`config.mk`:
```
export PLATFORM = sky130hd
export DESIGN_NAME = fwd_hazard_unit
export DESIGN_NICKNAME = d
export VERILOG_FILES = /design/src/rtl/fwd_hazard_unit_pkg.sv /design/src/rtl/fwd_src_select.sv /design/src/rtl/fwd_hazard_unit.sv
export SDC_FILE = /design/constraint.sdc
export NUM_CORES = 1
export LEC_CHECK = 0
export CORE_MARGIN = 2
export CORE_UTILIZATION = 43
export DETAILED_ROUTE_END_ITERATION = 16
export PLACE_DENSITY_LB_ADDON = 0.08
export SLEW_MARGIN = 15
export SYNTH_ARGS = -nofsm -noshare
export SYNTH_HDL_FRONTEND = slang
export SYNTH_HIERARCHICAL = 1
export SYNTH_SLANG_ARGS = --single-unit
export TNS_END_PERCENT = 10
```
`constraint.sdc`:
```
create_clock -name clk -period 2.5 [get_ports clk]
set_clock_uncertainty 0.15 [all_clocks]
set_input_delay 0.25 -clock clk [delete_from_list [all_inputs] [get_ports clk]]
set_output_delay 0.25 -clock clk [all_outputs]
set_load 0.02 [all_outputs]
```
`src/rtl/fwd_hazard_unit_pkg.sv`:
```
// Shared constants for the EX-stage forwarding/hazard unit.
// Used by fwd_src_select and fwd_hazard_unit.
package fwd_hazard_unit_pkg;

    localparam int FWD_SEL_RF            = 0;
    localparam int DEFAULT_STALL_TIMEOUT = 255;
    localparam int WD_W                  = 8;

    typedef enum logic [0:0] {
        STG_ME = 1'b0,
        STG_WB = 1'b1
    } fwd_stage_e;

    function automatic logic [WD_W-1:0] sat_inc8(input logic [WD_W-1:0] v);
        return (v == 8'hFF) ? v : v + 8'd1;
    endfunction

endpackage

```
`src/rtl/fwd_src_select.sv`:
```
// Priority forwarding match for one source operand: youngest matching producer wins.
// Also produces this operand's stall term (producer data not ready, or scoreboard pending).
module fwd_src_select
    import fwd_hazard_unit_pkg::*;
#(
    parameter int NUM_STAGES = 2,
    parameter int ADDR_W     = 5,
    parameter int SEL_W      = 2
) (
    input  logic                         rs_ren,
    input  logic [ADDR_W-1:0]            rs_addr,
    input  logic [NUM_STAGES-1:0]        stg_rd_wena,
    input  logic [NUM_STAGES*ADDR_W-1:0] stg_rd_waddr,
    input  logic [NUM_STAGES-1:0]        stg_data_rdy,
    input  logic [2**ADDR_W-1:0]         sb_busy,
    output logic [SEL_W-1:0]             src_sel,
    output logic                         src_stall
);

    logic [NUM_STAGES-1:0] hit_s;
    logic                  fwd_rdy_s;

    for (genvar k = 0; k < NUM_STAGES; k++) begin : g_hit
        assign hit_s[k] = rs_ren & stg_rd_wena[k]
                        & (stg_rd_waddr[k*ADDR_W +: ADDR_W] != '0)
                        & (stg_rd_waddr[k*ADDR_W +: ADDR_W] == rs_addr);
    end

    // Walk oldest to youngest so the lowest matching index overrides.
    always_comb begin
        src_sel   = SEL_W'(FWD_SEL_RF);
        fwd_rdy_s = 1'b1;
        for (int k = NUM_STAGES - 1; k >= 0; k--) begin
            src_sel   = hit_s[k] ? SEL_W'(k + 1) : src_sel;
            fwd_rdy_s = hit_s[k] ? stg_data_rdy[k] : fwd_rdy_s;
        end
    end

    assign src_stall = ((|hit_s) & ~fwd_rdy_s) | (rs_ren & sb_busy[rs_addr]);

endmodule

```
`src/rtl/fwd_hazard_unit.sv`:
```
// EX-stage operand forwarding, load-use/scoreboard stall and stall watchdog.
// Optional FWD_PERF_CNT_EN adds stall-cycle and forwarded-instruction counters.
module fwd_hazard_unit
    import fwd_hazard_unit_pkg::*;
#(
    parameter int NUM_SRC       = 2,
    parameter int NUM_STAGES    = 2,
    parameter int ADDR_W        = 5,
    parameter int STALL_TIMEOUT = DEFAULT_STALL_TIMEOUT,
    localparam int SEL_W        = $clog2(NUM_STAGES + 1),
    localparam int NREG         = 2**ADDR_W
) (
    input  logic                         clk,
    input  logic                         rst,
    input  logic                         ex_valid,
    input  logic [NUM_SRC-1:0]           ex_rs_ren,
    input  logic [NUM_SRC*ADDR_W-1:0]    ex_rs_addr,
    input  logic [NUM_STAGES-1:0]        stg_rd_wena,
    input  logic [NUM_STAGES*ADDR_W-1:0] stg_rd_waddr,
    input  logic [NUM_STAGES-1:0]        stg_data_rdy,
    input  logic                         lat_issue,
    input  logic [ADDR_W-1:0]            lat_issue_rd,
    input  logic                         lat_done,
    input  logic [ADDR_W-1:0]            lat_done_rd,
    input  logic                         flush,
    output logic [NUM_SRC*SEL_W-1:0]     src_sel,
    output logic                         stall,
    output logic [NREG-1:0]              sb_busy,
    output logic                         hazard_timeout
`ifdef FWD_PERF_CNT_EN
    ,
    output logic [31:0]                  perf_stall_cnt,
    output logic [31:0]                  perf_fwd_cnt
`endif
);

    localparam logic [NREG-1:0] ONE_HOT0 = NREG'(1);

    logic [NUM_SRC-1:0] src_stall_s;
    logic               fire_s;
    logic [NREG-1:0]    set_mask_s;
    logic [NREG-1:0]    clr_mask_s;

    logic [NREG-1:0]    sb_busy_d,        sb_busy_q;
    logic [WD_W-1:0]    stall_run_d,      stall_run_q;
    logic               hazard_timeout_d, hazard_timeout_q;

    for (genvar i = 0; i < NUM_SRC; i++) begin : g_src
        fwd_src_select #(
            .NUM_STAGES (NUM_STAGES),
            .ADDR_W     (ADDR_W),
            .SEL_W      (SEL_W)
        ) u_sel (
            .rs_ren       (ex_rs_ren[i]),
            .rs_addr      (ex_rs_addr[i*ADDR_W +: ADDR_W]),
            .stg_rd_wena  (stg_rd_wena),
            .stg_rd_waddr (stg_rd_waddr),
            .stg_data_rdy (stg_data_rdy),
            .sb_busy      (sb_busy_q),
            .src_sel      (src_sel[i*SEL_W +: SEL_W]),
            .src_stall    (src_stall_s[i])
        );
    end

    // A flush kills whatever sits in EX, so it never needs to wait.
    assign stall  = ex_valid & ~flush & (|src_stall_s);
    assign fire_s = ex_valid & ~stall;

    // Scoreboard next state: set beats clear, flush beats both, r0 never pending.
    always_comb begin
        set_mask_s = (fire_s & lat_issue) ? (ONE_HOT0 << lat_issue_rd) : '0;
        clr_mask_s = lat_done ? (ONE_HOT0 << lat_done_rd) : '0;
        if (flush) begin
            sb_busy_d = '0;
        end else begin
            sb_busy_d = ((sb_busy_q & ~clr_mask_s) | set_mask_s) & ~ONE_HOT0;
        end
    end

    // Watchdog: saturating consecutive-stall run length and sticky timeout flag.
    always_comb begin
        stall_run_d      = stall ? sat_inc8(stall_run_q) : 8'd0;
        hazard_timeout_d = hazard_timeout_q
                         | (stall & (stall_run_q == WD_W'(STALL_TIMEOUT)));
    end

    // Scoreboard and watchdog registers.
    always_ff @(posedge clk) begin
        if (rst) begin
            sb_busy_q        <= '0;
            stall_run_q      <= '0;
            hazard_timeout_q <= 1'b0;
        end else begin
            sb_busy_q        <= sb_busy_d;
            stall_run_q      <= stall_run_d;
            hazard_timeout_q <= hazard_timeout_d;
        end
    end

    assign sb_busy        = sb_busy_q;
    assign hazard_timeout = hazard_timeout_q;

`ifdef FWD_PERF_CNT_EN
    logic [31:0] perf_stall_cnt_d, perf_stall_cnt_q;
    logic [31:0] perf_fwd_cnt_d,   perf_fwd_cnt_q;

    // Free-running wrap-around performance counters.
    always_comb begin
        perf_stall_cnt_d = perf_stall_cnt_q + {31'd0, stall};
        perf_fwd_cnt_d   = perf_fwd_cnt_q + {31'd0, fire_s & (|src_sel)};
    end

    // Performance counter registers.
    always_ff @(posedge clk) begin
        if (rst) begin
            perf_stall_cnt_q <= 32'd0;
            perf_fwd_cnt_q   <= 32'd0;
        end else begin
            perf_stall_cnt_q <= perf_stall_cnt_d;
            perf_fwd_cnt_q   <= perf_fwd_cnt_d;
        end
    end

    assign perf_stall_cnt = perf_stall_cnt_q;
    assign perf_fwd_cnt   = perf_fwd_cnt_q;
`endif

endmodule
```
==> Word level (Yosys, flattened, before mapping) <==
Cells that the tools add are included.
{ "word_totals": {"register_bits": 41, "in_bits": 42, "elab_cells": 66} }
{ "classes": {"add_sub_neg": 1, "magnitude_cmp": 2, "n_eq_ne": 5, "shift": 2, "n_mux": 14, "n_bitwise": 31, "reduce_logical": 7} }
{ "op_table": {"columns": ["op", "count"], "rows": [
  ["$mux 32", 2],
  ["$shl 1x5->32 const A", 2],
  ["$and 32x32->32", 1],
  ["$not 32->32", 1],
  ["$or 32x32->32", 1],
  ["$and 1x1->1", 21],
  ["$eq 5x5->1", 4],
  ["$lt 5x6->1 const B", 2],
  ["$bmux 1 s5", 2],
  ["$reduce_bool 5->1", 2],
  ["$reduce_or 2->1", 5],
  ["$add 8x1->8 const B", 1],
  ["$eq 8x8->1 const B", 1],
  ["$mux 2", 4],
  ["$mux 1", 6],
  ["$not 1->1", 4],
  ["$or 1x1->1", 3]
]} }

==> Depth between registers and ports, before layout <==
{ "depth": {"depth_word": 15, "depth_mapped": 10} }

==> Cells and area by module <==
The synthesis kept the hierarchy.
{ "by_module_without_submodules": {"columns": ["module", "instances", "cells_each", "area_per_inst_um2", "seq_area_each_um2"], "rows": [
  ["fwd_hazard_unit", 1, 193, 1730.4, 800.8],
  ["fwd_src_select", 2, 45, 470.5, 0.0]
]} }

==> Worst setup path before layout <==
No wires, ideal clock.
{ "synth_path": {"path_kind": "in2reg", "start": "input port ex_rs_addr[7]", "end": "register sb_busy_q[10], in the netlist sb_busy[10]", "setup_ns": 0.069, "arrival_ns": 2.534, "t_required_ns": 2.281, "setup_slack_ns": -0.254, "cell_stages": 9, "path_buffers": 2, "cell_sequence": "clkbuf_1 -> mux4_1 -> mux2_2 -> o311a_1 -> a221o_1 -> o21bai_1 -> nand4b_1 -> buf_2 -> o21ai_1"} }
{ "synth_via": {"elab_chain_cells": 14, "elab_cells_between_ends": 20, "classes_between": "eq/ne (2); mux (5); bitwise (11); reduce/logical (2)"} }
{ "synth_lines": {"columns": ["element", "line", "rtl"], "rows": [
  ["from (decl)", "fwd_hazard_unit.sv:17", "input logic [NUM_SRC*ADDR_W-1:0] ex_rs_addr,"],
  ["branches (longest 6 deep; another with $bmux 1 s5)", null, null],
  ["$or 1x1->1 (*)", "fwd_src_select.sv:39", "assign src_stall = ((|hit_s) & ~fwd_rdy_s) | (rs_ren & sb_busy[rs_addr]);"],
  ["via src_stall_s[1]", "fwd_hazard_unit.sv:39", "logic [NUM_SRC-1:0] src_stall_s;"],
  ["$reduce_or 2->1 (*)", "fwd_hazard_unit.sv:66", "assign stall = ex_valid & ~flush & (|src_stall_s);"],
  ["$and 1x1->1 (*)", "fwd_hazard_unit.sv:66", null],
  ["$not 1->1 (no line) (*)", null, null],
  ["$and 1x1->1 (*)", "fwd_hazard_unit.sv:67", "assign fire_s = ex_valid & ~stall;"],
  ["$and 1x1->1 (*)", "fwd_hazard_unit.sv:71", "set_mask_s = (fire_s & lat_issue) ? (ONE_HOT0 << lat_issue_rd) : '0;"],
  ["$mux 32 (*)", "fwd_hazard_unit.sv:71", null],
  ["$or 32x32->32 (*)", "fwd_hazard_unit.sv:76", "sb_busy_d = ((sb_busy_q & ~clr_mask_s) | set_mask_s) & ~ONE_HOT0;"],
  ["to (signal assigned)", "fwd_hazard_unit.sv:94", "sb_busy_q <= sb_busy_d;"],
  ["to (decl)", "fwd_hazard_unit.sv:44", "logic [NREG-1:0] sb_busy_d, sb_busy_q;"]
]} }
Mark *: on every way through the listed nets, which the timed path passes. The select of a mux whose other input is x is not followed.
A chain may end at the register's enable or synchronous reset.

==> Worst setup path in the final report <==
{ "layout_path": {"start": "register sb_busy_q[17], in the netlist sb_busy[17]", "end": "output port stall"} }
{ "layout_via": {"elab_chain_cells": 6, "elab_cells_between_ends": 10, "classes_between": "mux (4); bitwise (5); reduce/logical (1)"} }
{ "layout_lines": {"columns": ["element", "line", "rtl"], "rows": [
  ["$bmux 1 s5", "fwd_src_select.sv:39", null],
  ["$mux 1 (not written as such)", "fwd_src_select.sv:39", null],
  ["$and 1x1->1", "fwd_src_select.sv:39", null],
  ["$or 1x1->1", "fwd_src_select.sv:39", null],
  ["via src_stall_s[1]", "fwd_hazard_unit.sv:39", null],
  ["$reduce_or 2->1", "fwd_hazard_unit.sv:66", null],
  ["$and 1x1->1", "fwd_hazard_unit.sv:66", null],
  ["to (decl)", "fwd_hazard_unit.sv:27", "output logic stall,"]
]} }
The timed path passes the listed nets, and every way through them passes these cells. The select of a mux whose other input is x is not followed.

==> flow_summary.toml <==
[timing]
timing_hold_violations_final = 0
final_min_period_over_clock_period = 1.16
setup_ws_ns = -0.405
timing.final.setup_violations = 41
drv_slew = 0
totalNegativeSetupSlack_ns = -8.62
period_needed_ns = 2.90
rsz0062_at_grt = "yes"
clock.fmax_mhz = 344
fin_hold_ws_ns = 0.339

[yosys]
postSynthAreaPerCell_sq_um = 9.44
yosys_warnings = 6
postSynthRegisterBits = 40
synth_cells = 283
async_flop_share = 0
synth_cell_types = 51
synth_edf_count = 0
dominant_synthesized_flop_cell = "sky130_fd_sc_hd__dfxtp_1"
mappedNetlistArea_sq_um = 2670
seq_area_frac_synth = 0.300

[min_path]
worstHoldPathType = "flip-flop to flip-flop"

[finish]
num-nets-final = 476
final_layout_size_suffix_gt1_frac = 0.272
finish.instance_area_sq_um = 4200
area_delta_synth_final_pct = 57.2
number_of_antenna_cells_inserted = 0
final_core_area_utilization = 0.705
instances_no_fill = 509

[placement]
dp.final_hpwl_mm = 6.96
gp_routability_congestion = 0.907
dpl-instance-area_sq_um = 4000
placed_cells = 492
buffer_ports.inserted = 78
pre_cts_setup_slack_ns = -1.06

[detailed_routing]
drt.antenna.violating_nets = 0
vias_per_cell = 5.80
avgRoutedWirePerCell_um = 18.0
detailroute.via_count = 2950
first_pass_iteration_count_of_the_detailed_router = 4
drc_errors = 0
drt_iter0_drc = 130
wl_mm = 9.18

[power]
power.total_mw = 1.39
power.density_nw_per_um2 = 331
static_leakage_power_nw = 1.64
vdd.ir_drop.worst_uv = 295

[clock_tree]
clock-sinks = 40
ctsLongestPathBuffers = 2
clk_latency_ns = 0.29
clock_tree_from_tritoncts = "yes"
htree_num_levels = 2
cts_root_buffer = "sky130_fd_sc_hd__clkbuf_8"
tritoncts.num_buffers = 5
path_clk_slew_ns = 0.07

[floorplan]
floorplan.initialDensity = 0.449
core-area_sq_um = 5960
floorplan.die.height_um = 82.8
total_die_area_sq_um = 6860
floorplan.rows = 28
top_level_ports = 80
die_x_um = 82.8

[status]
outcome = "complete, but fails checks"
violations = "setup timing"

[global_routing]
initial_antenna_violation_count = 0
grt-ovfl-total = 0
first_pass_grt_wire_length_mm = 14.6
track_usage = 0.265
first_global_vias = 2870
grt_max_degree = 32

[critical_path]
crit_fanout = 4
worstPathArrival_ns = 2.50
cp_slowest_cell = "sky130_fd_sc_hd__mux4_2"
r2r_slack_ns = -0.26
critPathMaxStageDelay_ns = 0.46
crit_required_ns = 2.10
cp-start-kind = "flip-flop"
timing.critical_path.cells = "mux4_2 -> mux2_4 -> o311a_1 -> a221o_1 -> o21ba_4 -> and2_4 -> buf_6"
worst-path-buf-inv = 1
cp_top_family = "compound AO/OA/AOI/OAI gates"
critPathKind = "flip-flop to primary output"
setup.worst_path.end_class = "primary output"

[job]
cap_viol_max_count = 0
[metal layers]
| metal | routed length, um | up-vias | global-route usage |
|---|---|---|---|
| met4 | 257 | 0 | 0.101 |
| met2 | 4420 | 114 | 0.442 |
| li1 | - | 1416 | - |
| met3 | 548 | 17 | 0.0517 |
| met5 | 0 | - | 0 |
| met1 | 3960 | 1403 | 0.339 |
[timing repair]
action                     in CTS  in global routing
setup buffers                   5                  3
setup endpoints to repair      45                 41
hold buffers                    0                  0
gates cloned                    1                  0
pin swaps                      18                  7
resized for setup              27                  9
[report_power, final]
group / internal, mW / total (mW) / leakage [nW] / switching, mW
logic: 0.164 / 0.312 / 1.27 / 0.148
registers: 0.638 / 0.640 / 0.324 / 0.00173
clock network: 0.225 / 0.438 / 0.0455 / 0.213
[synthesized netlist by cell type, drive strengths merged, types with 3 or more instances]
cell	count	area [sq um]
buf	7	61.3
nand2	20	75.1
nand4b	4	35.0
a21oi	5	25.0
dfxtp	40	801
o2111a	4	45.0
a31oi	4	25.0
xor2	12	105
xnor2	4	35.0
nand4bb	3	33.8
o21ai	32	160
inv	7	26.3
nor2	13	48.8
and3	5	31.3
nor4	5	31.3
nor3	10	50.1
mux4	16	405
mux2i	6	60.1
nand3	7	35.0
nand4	4	31.3
clkbuf	12	47.6
o211ai	31	233
[tightest hold or removal path, stage by stage, from the launching register on]
cell and delay, ns:
sky130_fd_sc_hd__dfxtp_1 0.35, sky130_fd_sc_hd__a41oi_2 0.04, sky130_fd_sc_hd__nor2_1 0.07
[sequential cells by signal, indices dropped and copies added, names as in the netlist]
register	count
hazard_timeout	1
stall_run_q	8
sb_busy	31
[layout by cell type (no fill, tap or decap), types with 8 or more instances in the layout]
cell / count
sky130_fd_sc_hd__o211ai_1: 31
sky130_fd_sc_hd__nand2_1: 20
sky130_fd_sc_hd__mux4_2: 12
sky130_fd_sc_hd__dfxtp_1: 36
sky130_fd_sc_hd__o21ai_1: 30
sky130_fd_sc_hd__xor2_1: 12
sky130_fd_sc_hd__buf_6: 8
sky130_fd_sc_hd__nor2_1: 13
sky130_fd_sc_hd__clkdlybuf4s50_1: 69
sky130_fd_sc_hd__buf_4: 75
[path summary, 6_finish.rpt]
path,startpoint,end,cells past startpoint
max,sb_busy[17],stall,7
min,hazard_timeout,hazard_timeout,2
max reg2reg,sb_busy[17],sb_busy[6],9
min reg2reg,hazard_timeout,hazard_timeout,2
[cell families (layout without fill, tap and decap cells)]
logic type / Yosys count / count (layout) / share of synthesized area
AO/OA/AOI/OAI: 89 / 89 / 0.226
XOR/XNOR: 16 / 16 / 0.0525
adder cells (fa/ha/maj): 1 / 1 / 0.00468
buffers and inverters: 26 / 175 / 0.0506
flip-flops: 40 / 40 / 0.300
multiplexers: 24 / 24 / 0.183
other: 1 / 3 / 0.00140
AND/OR/NAND/NOR: 86 / 86 / 0.183
[area by class of cell]
class	instances	area [sq um]
Sequential cell	40	806
Inverter	7	26.3
Fill cell	499	1760
Multi-Input combinational cell	219	1760
Clock buffer	8	90.1
Timing Repair Buffer	160	1420
Tap cell	75	93.8
No activity file was read; power rests on OpenSTA's default activity.
